**config.mk**
```make
export PLATFORM = sky130hd
export DESIGN_NAME = periph_bus_arbiter
export DESIGN_NICKNAME = d
export VERILOG_FILES = /design/src/rtl/periph_arb_pkg.sv /design/src/rtl/periph_bus_arbiter_rr_arb2.sv /design/src/rtl/periph_bus_arbiter.sv
export SDC_FILE = /design/constraint.sdc
export NUM_CORES = 1
export LEC_CHECK = 0
export BUFFER_PORTS_ARGS = -buffer_cell sky130_fd_sc_hd__buf_4
export CAP_MARGIN = 20
export CORE_ASPECT_RATIO = 1.2
export CORE_MARGIN = 3
export CORE_UTILIZATION = 24
export CTS_CLUSTER_SIZE = 30
export DETAILED_ROUTE_END_ITERATION = 8
export PLACE_DENSITY = 0.45
export SYNTH_ARGS = -nofsm -noshare
export SYNTH_HDL_FRONTEND = slang
export SYNTH_HIERARCHICAL = 1
export SYNTH_SLANG_ARGS = --single-unit
```
**constraint.sdc**
```tcl
create_clock -name i_clk -period 3.7 [get_ports i_clk]
set_input_delay 0.185 -clock i_clk [delete_from_list [all_inputs] [get_ports i_clk]]
set_output_delay 0.185 -clock i_clk [all_outputs]
set_load 0.05 [all_outputs]
```
**src/rtl/periph_arb_pkg.sv**
```systemverilog
// Shared types and constants for the peripheral bus arbiter.
// Bus width, FSM encoding, owner codes and the latched command bundle.
package periph_arb_pkg;

  localparam int BUS_W = 16;

  localparam logic [BUS_W-1:0] ERR_DATA_DEF = 16'hDEAD;

  localparam logic OWN_M0 = 1'b0;
  localparam logic OWN_M1 = 1'b1;

  typedef enum logic [1:0] {
    IDLE   = 2'd0,
    ACCESS = 2'd1,
    RESP   = 2'd2
  } state_e;

  typedef struct packed {
    logic             we;
    logic [BUS_W-1:0] addr;
    logic [BUS_W-1:0] wdata;
  } cmd_t;

endpackage

```
**src/rtl/periph_bus_arbiter_rr_arb2.sv**
```systemverilog
// Two-way request picker for the peripheral bus arbiter.
// Round-robin on ties, or M0-first when prio_mode is set.
module rr_arb2
  import periph_arb_pkg::*;
(
  input  logic [1:0] req,
  input  logic       last_owner,
  input  logic       prio_mode,
  output logic       grant_valid,
  output logic       grant_idx
);

  always_comb begin
    grant_valid = |req;
    grant_idx   = OWN_M0;
    unique case (1'b1)
      (req == 2'b11): begin
        if (prio_mode) begin
          grant_idx = OWN_M0;
        end else begin
          grant_idx = ~last_owner;
        end
      end
      (req == 2'b10): grant_idx = OWN_M1;
      default:        grant_idx = OWN_M0;
    endcase
  end

endmodule

```
**src/rtl/periph_bus_arbiter.sv**
```systemverilog
// Two-master peripheral bus arbiter with a wait-state watchdog.
// FSM IDLE -> ACCESS -> RESP; bus and response outputs decode the state.
module periph_bus_arbiter
  import periph_arb_pkg::*;
#(
  parameter int               PRIO_MODE   = 0,
  parameter int               TIMEOUT_CYC = 64,
  parameter logic [BUS_W-1:0] ERR_DATA    = ERR_DATA_DEF
) (
  input  logic             i_clk,
  input  logic             i_rst_n,
  input  logic             i_m0_req,
  input  logic             i_m0_we,
  input  logic [BUS_W-1:0] i_m0_addr,
  input  logic [BUS_W-1:0] i_m0_wdata,
  input  logic             i_m1_req,
  input  logic             i_m1_we,
  input  logic [BUS_W-1:0] i_m1_addr,
  input  logic [BUS_W-1:0] i_m1_wdata,
  output logic             o_m0_done,
  output logic             o_m1_done,
  output logic [BUS_W-1:0] o_rsp_rdata,
  output logic             o_rsp_err,
  output logic [BUS_W-1:0] o_addr,
  output logic             o_sel,
  output logic             o_we,
  output logic             o_re,
  output logic [BUS_W-1:0] o_wdata,
  input  logic [BUS_W-1:0] i_rdata,
  input  logic             i_rdy,
  output logic             o_busy,
  output logic             o_owner
);

  localparam logic [15:0] CNT_LAST = 16'(TIMEOUT_CYC - 1);

  state_e           state_q, state_d;
  logic             owner_q, owner_d;
  logic             last_q, last_d;
  logic [15:0]      cnt_q, cnt_d;
  cmd_t             cmd_q, cmd_d;
  logic [BUS_W-1:0] rdata_q, rdata_d;
  logic             err_q, err_d;

  logic [1:0] req_vec;
  logic       gnt_valid;
  logic       gnt_idx;
  cmd_t       m0_cmd;
  cmd_t       m1_cmd;
  logic       in_acc;
  logic       in_resp;

  assign req_vec = {i_m1_req, i_m0_req};

  always_comb begin
    m0_cmd.we    = i_m0_we;
    m0_cmd.addr  = i_m0_addr;
    m0_cmd.wdata = i_m0_wdata;
    m1_cmd.we    = i_m1_we;
    m1_cmd.addr  = i_m1_addr;
    m1_cmd.wdata = i_m1_wdata;
  end

  rr_arb2 u_pick (
    .req         (req_vec),
    .last_owner  (last_q),
    .prio_mode   (PRIO_MODE != 0),
    .grant_valid (gnt_valid),
    .grant_idx   (gnt_idx)
  );

  always_comb begin
    state_d = state_q;
    owner_d = owner_q;
    last_d  = last_q;
    cnt_d   = cnt_q;
    cmd_d   = cmd_q;
    rdata_d = rdata_q;
    err_d   = err_q;
    unique case (state_q)
      IDLE: begin
        if (gnt_valid) begin
          owner_d = gnt_idx;
          cmd_d   = gnt_idx ? m1_cmd : m0_cmd;
          cnt_d   = '0;
          state_d = ACCESS;
        end
      end
      ACCESS: begin
        // A late rdy still wins over the watchdog.
        if (i_rdy) begin
          rdata_d = cmd_q.we ? '0 : i_rdata;
          err_d   = 1'b0;
          state_d = RESP;
        end else if (cnt_q == CNT_LAST) begin
          rdata_d = cmd_q.we ? '0 : ERR_DATA;
          err_d   = 1'b1;
          state_d = RESP;
        end else begin
          cnt_d = cnt_q + 16'd1;
        end
      end
      RESP: begin
        last_d  = owner_q;
        state_d = IDLE;
      end
      default: state_d = IDLE;
    endcase
  end

  always_ff @(posedge i_clk or negedge i_rst_n) begin
    if (!i_rst_n) begin
      state_q <= IDLE;
      owner_q <= OWN_M0;
      last_q  <= OWN_M1;
      cnt_q   <= '0;
      cmd_q   <= '0;
      rdata_q <= '0;
      err_q   <= 1'b0;
    end else begin
      state_q <= state_d;
      owner_q <= owner_d;
      last_q  <= last_d;
      cnt_q   <= cnt_d;
      cmd_q   <= cmd_d;
      rdata_q <= rdata_d;
      err_q   <= err_d;
    end
  end

  assign in_acc  = (state_q == ACCESS);
  assign in_resp = (state_q == RESP);

  assign o_sel       = in_acc;
  assign o_we        = in_acc & cmd_q.we;
  assign o_re        = in_acc & ~cmd_q.we;
  assign o_addr      = in_acc ? cmd_q.addr : '0;
  assign o_wdata     = in_acc ? cmd_q.wdata : '0;
  assign o_m0_done   = in_resp & (owner_q == OWN_M0);
  assign o_m1_done   = in_resp & (owner_q == OWN_M1);
  assign o_rsp_rdata = in_resp ? rdata_q : '0;
  assign o_rsp_err   = in_resp & err_q;
  assign o_busy      = in_acc | in_resp;
  assign o_owner     = owner_q;

endmodule

```
==> metrics.yaml, run 1 <==
dp_hpwl_um: 7610
vias_per_cell: 4.51
crit_chain: "ha_1, nor4bb_1, a41oi_1, a21oi_1, mux2_2"
fin_crit_sh_pct: 62.2
synth_adder_area_share_pct: 1.87
num_rows: 51
start_kind: "flop"
place_congestion: 0.788
multi_input_area_mm2: 0.00204
dpl_cell_area_mm2: 0.00521
maxCapViolations: 0
clock_sinks: 70
ys.flop_type: "dfrtp_1"
worst_path_largest_cell_delay_ns: 0.45
cts_made_buffers: 9
antennaDiodeCount: 0
finClkSkew_ns: 0.00753
tightest_slew_ns: 1.00
crit_slowest_cell: "dfrtp_1"
cts_hold_buffers: 0
cts_tree: "done"
regArea_mm2: 0.00175
grt_pass1_vias: 3555
routedWlPerCell_um: 13.9
hold_viol: 11
synth-simple-area-share_pct: 22.6
post-cts-setup-buffers: 0
min_period_ns: 2.30
start_util_pct: 24.6
grt_antenna_before_repair: 0
via_count: 3450
synth-xor-area-share_pct: 0
cp_data_arrival_time_ns: 2.51
final_cell_area_mm2: 0.00555
core_area_mm2: 0.0163
portBuffers: 142
nets: 641
crit_fanout: 7
outcome: "finished, violations left"
fin_ws_ns: 1.40
vdd_drop_max_v: 0.000276
power_density_mw_per_mm2: 766
dp_slack_ns: 1.44
die_w_um: 124
ys_top_cells_by_count: "dfrtp_1 (69), and2_1 (54), nand2_1 (50)"
synthTopCellsByArea: "dfrtp_1 (43%), mux2i_1 (8.5%), and2_1 (8.4%), nand2_1 (4.7%), o21ai_0 (4.4%)"
routed_wirelength_um: 10600
cts-root-buf: "clkbuf_16"
whs_ns: -0.0191
synth_fp_nets: 515
grt_max_degree: 71
fmax_mhz: 435
syn-cell-area_mm2: 0.00402
critical-path-top-delay-family: "compound AO/OA/AOI/OAI gates"
setup_tns_ns: 0
worstSkewPairLatency_ns: 0.33
synth_most_common_cell: "dfrtp_1"
synth_area_per_cell_um2: 9.53
stdcell_count: 765
total_power_w: 0.00426
fillers: 1758
worst_ep_required_time_ns: 3.91
area_delta_synth_final_pct: 38.1
drive_gt1_share_pct: 34.0
cts_resized: 0
synth_compound_area_share_pct: 12.8
drc: 0
yosysTopAreaCellShare_pct: 42.9
grt_pass1_wl_um: 17600
htreeDepth: 3
drv_slew: 0
detail_route.first_pass.iterations: 4
overflow: 0
yosysSeqAreaShare_pct: 43.6
die-area_mm2: 0.0184
worstSetupPathType: "reg -> reg"
yosys.cell_types.count: 52
io_pins: 143
synth_seq_cells: 70
min_path_type: "in -> async"
die_h_um: 148
setup_violations: 0
ant_nets: 0
synth_top_family_by_area: "simple AND/OR/NAND/NOR gates"
first_iter_violations: 100
synthCells: 422
failed_checks: "negative hold slack"
max-slew-margin-rel_pct: 33.0
leakagePower_nw: 2.65
dp.cells: 747
crit_path_end_kind: "flop"
path_clk_slew_ns: 0.06
synth-async-reset-ratio_pct: 100
synth_edf_count: 0
grt_use_total_pct: 11.9
cts_max_path_buffers: 2
rsz0062_at_grt: "no"
yosysTopAreaCell: "dfrtp_1"
synth_mux_area_share_pct: 13.4
yosysWarnings: 6
critPathBufInv: 0
## area by class of cell
| cell class | count | area share, % |
|---|---|---|
| multi-input combinational | 302 | 36.8 |
| sequential | 70 | 31.6 |
| timing repair buffer | 145 | 20.0 |
| tap | 212 | 4.78 |
| clock buffer | 10 | 4.30 |
| inverter | 20 | 1.35 |
| clock inverter | 6 | 1.24 |
## report_power, final
| part | switching [W] | internal (W) |
|---|---|---|
| registers | 0.000167 | 0.00106 |
| logic | 0.00139 | 0.000751 |
| clock network | 0.000341 | 0.000545 |
## stage by stage
stage / hold WS [ns] / utilization [%]
detailed placement: 0.389 / 31.9
global placement: 0.383 / 31.9
finish: -0.0191 / 34.0
floorplan: -0.111 / -
CTS: 0.0289 / 33.8
global route: 0.0697 / 34.0
## per-layer routing
| metal | part of all wire (%) | wire length [um] | up-vias | track usage [%] |
|---|---|---|---|---|
| li1 | - | - | 1724 | - |
| met1 | 43 | 4530 | 1622 | 14.7 |
| met5 | 0 | 0 | - | 0 |
| met4 | 1.3 | 138 | 0 | 3.45 |
| met3 | 7.6 | 803 | 9 | 4.06 |
| met2 | 48 | 5140 | 95 | 19.5 |
## sequential cells by signal, indices dropped and copies added, names as in the netlist
name / cells
last_q: 1
cnt_q: 16
rdata_q: 16
o_owner: 1
cmd_q: 33
err_q: 1
state_q: 2
## worst reg2reg max path, cell delays in order (launching register included)
cell and delay [ns]:
dfrtp_1 0.45, ha_1 0.28, nor4bb_1 0.43, a41oi_1 0.34, a21oi_1 0.32, mux2_2 0.36
## layout by cell type (no fill, tap or decap), drive strengths merged, types with 3 or more instances in the layout
| master | count |
|---|---|
| a21oi | 14 |
| a22o | 7 |
| and2 | 54 |
| and3 | 4 |
| buf | 145 |
| clkbuf | 10 |
| dfrtp | 69 |
| ha | 6 |
| inv | 22 |
| mux2 | 16 |
| mux2i | 34 |
| nand2 | 51 |
| nand2b | 3 |
| nand3 | 14 |
| nand4 | 4 |
| nor2 | 7 |
| nor2b | 3 |
| nor3 | 5 |
| nor4 | 4 |
| o211ai | 4 |
| o21ai | 37 |
| o311ai | 3 |
| or2 | 3 |
| or4 | 4 |
## cell families after synthesis
kind of cell / count (synthesis)
buffers and inverters: 50
other: 1
AOI/OAI and AO/OA: 81
muxes: 50
and+or+nand+nor: 164
DFF: 70
adders and majority gates: 6
## final timing paths
check	to	slack (ns)	cells past startpoint	start
worst max-delay path	state_q[0]	1.40	5	cnt_q[0]
worst min-delay path	cmd_q[8]	-0.02	1	i_rst_n
worst max register to register	state_q[0]	1.40	5	cnt_q[0]
worst min register to register	cmd_q[4]	0.47	2	cmd_q[4]
max in group asynchronous	cnt_q[6]	3.14	1	i_rst_n
min in group i_clk	rdata_q[13]	0.07	2	i_rdata[13]
No activity file was read; power rests on OpenSTA's default activity.
==> inputs of run 2 (changes only) <==
clock period = 2.2 ns   (was 3.7 ns; I/O delays follow)
==> run 2 against run 1 <==
Power rose by 70%. Sequential power rose by 66%. Utilization rose by 0.79 points. The run now ends clean. Sequential cell count did not move. Critical path type unchanged. First-iteration DRC count fell by 22%. Global-route usage rose by 0.39 points. Register-to-register slack got worse by 1.2 ns. Setup slack got worse by 1.2 ns. Via count rose by 1.2%. Clock skew barely moved. Critical path depth rose by 1.
==> metrics.yaml, run 2 (synthesized netlist as in run 1, its figures left out) <==
outcome: "completed"
crit_fanout: 10  # +3
internal-power_w: 0.00402  # +71%
cts_made_buffers: 9  # unchanged
die-area_mm2: 0.0184  # unchanged
detail_route.first_pass.iterations: 4  # unchanged
drive_gt1_share_pct: 35.0  # +1.0 points
grt_pass1_wl_um: 17900  # +1.8%
tightest_slew_ns: 1.01  # +0.00434 ns
reg_top3: "cmd_q (33), cnt_q (16), rdata_q (16)"
htreeDepth: 3  # unchanged
num_rows: 51  # unchanged
whs_ns: 0.0589  # +0.0780 ns
portBuffers: 142  # unchanged
drc: 0  # unchanged
crit_path_end_kind: "flop"
maxCapViolations: 0  # unchanged
largest_reg_flops: 33  # unchanged
place_congestion: 0.772  # -2.0%
cp_data_arrival_time_ns: 2.31  # -0.20 ns
nets: 656  # +2.3%
vdd_drop_max_v: 0.000561  # +100%
dp_hpwl_um: 7810  # +2.6%
drv_slew: 0  # unchanged
grt_max_degree: 71  # unchanged
p_switching_w: 0.00323  # +69%
max-slew-margin-rel_pct: 32.7  # -0.29 points
power_density_mw_per_mm2: 1280  # +66%
multi_input_area_mm2: 0.00205  # +0.43%
grt_use_total_pct: 12.3  # +0.39 points
p_clk_share_pct: 20.6  # -0.2 points
regMostFlops: "cmd_q"
swShare_pct: 44.5  # -0.19 points
min_period_ns: 2.04  # -0.263 ns
via_count: 3493  # +1.2%
setup_tns_ns: 0  # unchanged
vias_per_cell: 4.48  # -0.70%
mostFrequentLayoutCells: "buf_4 (153), dfrtp_1 (69), and2_1 (53)"
grt_antenna_before_repair: 0  # unchanged
cp-startpoint: "cnt_q[1]"
worstSetupPathType: "reg -> reg"
die_h_um: 148  # unchanged
start_kind: "flop"
die_w_um: 124  # unchanged
post-cts-setup-buffers: 0  # unchanged
start_util_pct: 24.6  # unchanged
cts_max_path_buffers: 2  # unchanged
clock_sinks: 70  # unchanged
overflow: 0  # unchanged
cts_tree: "done"
final_common_cell: "buf_4"
fillers: 1727  # -1.8%
worstSkewPairLatency_ns: 0.34  # about the same
core_area_mm2: 0.0163  # unchanged
fmax_mhz: 491  # +13%
hp-start: "i_m0_addr[3]"
hold_viol: 0  # -11
regArea_mm2: 0.00175  # unchanged
setup_violations: 0  # unchanged
io_pins: 143  # unchanged
finClkSkew_ns: 0.00738  # -0.000153 ns
grt_pass1_vias: 3595  # +1.1%
ant_nets: 0  # unchanged
path_clk_slew_ns: 0.06  # about the same
antennaDiodeCount: 0  # unchanged
area_delta_synth_final_pct: 41.3
routedWlPerCell_um: 13.9  # +0.21%
rsz0062_at_grt: "no"
min_path_type: "in -> reg"
p_comb_share_pct: 51.2  # +0.8 points
routed_wirelength_um: 10800  # +2.2%
worst_ep_required_time_ns: 2.48  # -1.43 ns
regToRegStartpoint: "cnt_q[1]"
cts-root-buf: "clkbuf_16"
leakagePower_nw: 2.72  # +2.5%
fin_crit_sh_pct: 92.6  # +30 points
pwr-share-seq_pct: 28.2  # -0.6 points
first_iter_violations: 78  # -22%
## run 2: cell count changes in the layout (fill, tap and decap cells not counted)
cell and change:
nor4bb_1 -1, buf_4 +9, buf_12 +1, buf_16 -1, dlygate4sd3_1 +6, nor2b_1 -1
nor2b_2 +1, nor4bb_2 +1
## run 2: power groups by stage
stage          clock network (W)  registers, W  logic, W
2_1_floorplan                  0       0.00200   0.00266
3_3_place_gp                   0       0.00206   0.00373
3_5_place_dp                   0       0.00207   0.00377
4_1_cts                  0.00156       0.00205   0.00379
5_1_grt                  0.00160       0.00212   0.00403
6_report                 0.00149       0.00204   0.00371
## run 2: area by class of cell
cell class / instances / area share [%]
Clock buffer: 10 / 4.21
Clock inverter: 6 / 1.21
Inverter: 20 / 1.32
Multi-Input combinational cell: 302 / 36.1
Sequential cell: 70 / 30.8
Tap cell: 212 / 4.67
Timing Repair Buffer: 160 / 21.6
## run 2: repair_timing
action                                  4_1_cts  5_1_grt
hold buffers                                  6        0
endpoints found under the setup margin        0        4
gates resized for setup                       0        1
hold endpoints to repair                     74        0
## run 2: layer usage
metal  GRT usage [%]  vias to the layer above  part of all wire, %
li1                -                     1745                    -
met1            15.3                     1636                   44
met2            19.6                       97                   47
met3            4.13                       15                  7.1
met4            4.44                        0                  1.5
met5               0                        -                    0
## run 2: worst paths after layout
check / endpoint / slack (ns) / depth (start not counted)
max reg2reg: cnt_q[5] / 0.16 / 6
min in group asynchronous: cnt_q[13] / 0.45 / 2
max in group asynchronous: cmd_q[28] / 1.14 / 2
min: cmd_q[19] / 0.06 / 3
min reg2reg: cmd_q[8] / 0.47 / 2
max: cnt_q[5] / 0.16 / 6
## run 2: through the flow
stage	instance area [um^2]	total power, W	std cells	utilization [%]	worst slack [ns]
floorplan	4030	0.00466	422	-	0.0432
global placement	5310	0.00578	758	32.5	0.220
detailed placement	5310	0.00584	758	32.5	0.187
CTS	5680	0.00740	780	34.8	0.178
global route	5680	0.00775	780	34.8	0.0195
finish	5680	0.00725	780	34.8	0.162
## run 2: critical path: stages, from the launching register on
cell,delay [ns]
dfrtp_1,0.42
ha_1,0.25
nor4bb_2,0.20
a41o_2,0.34
buf_4,0.18
or4_1,0.50
nand3_1,0.09
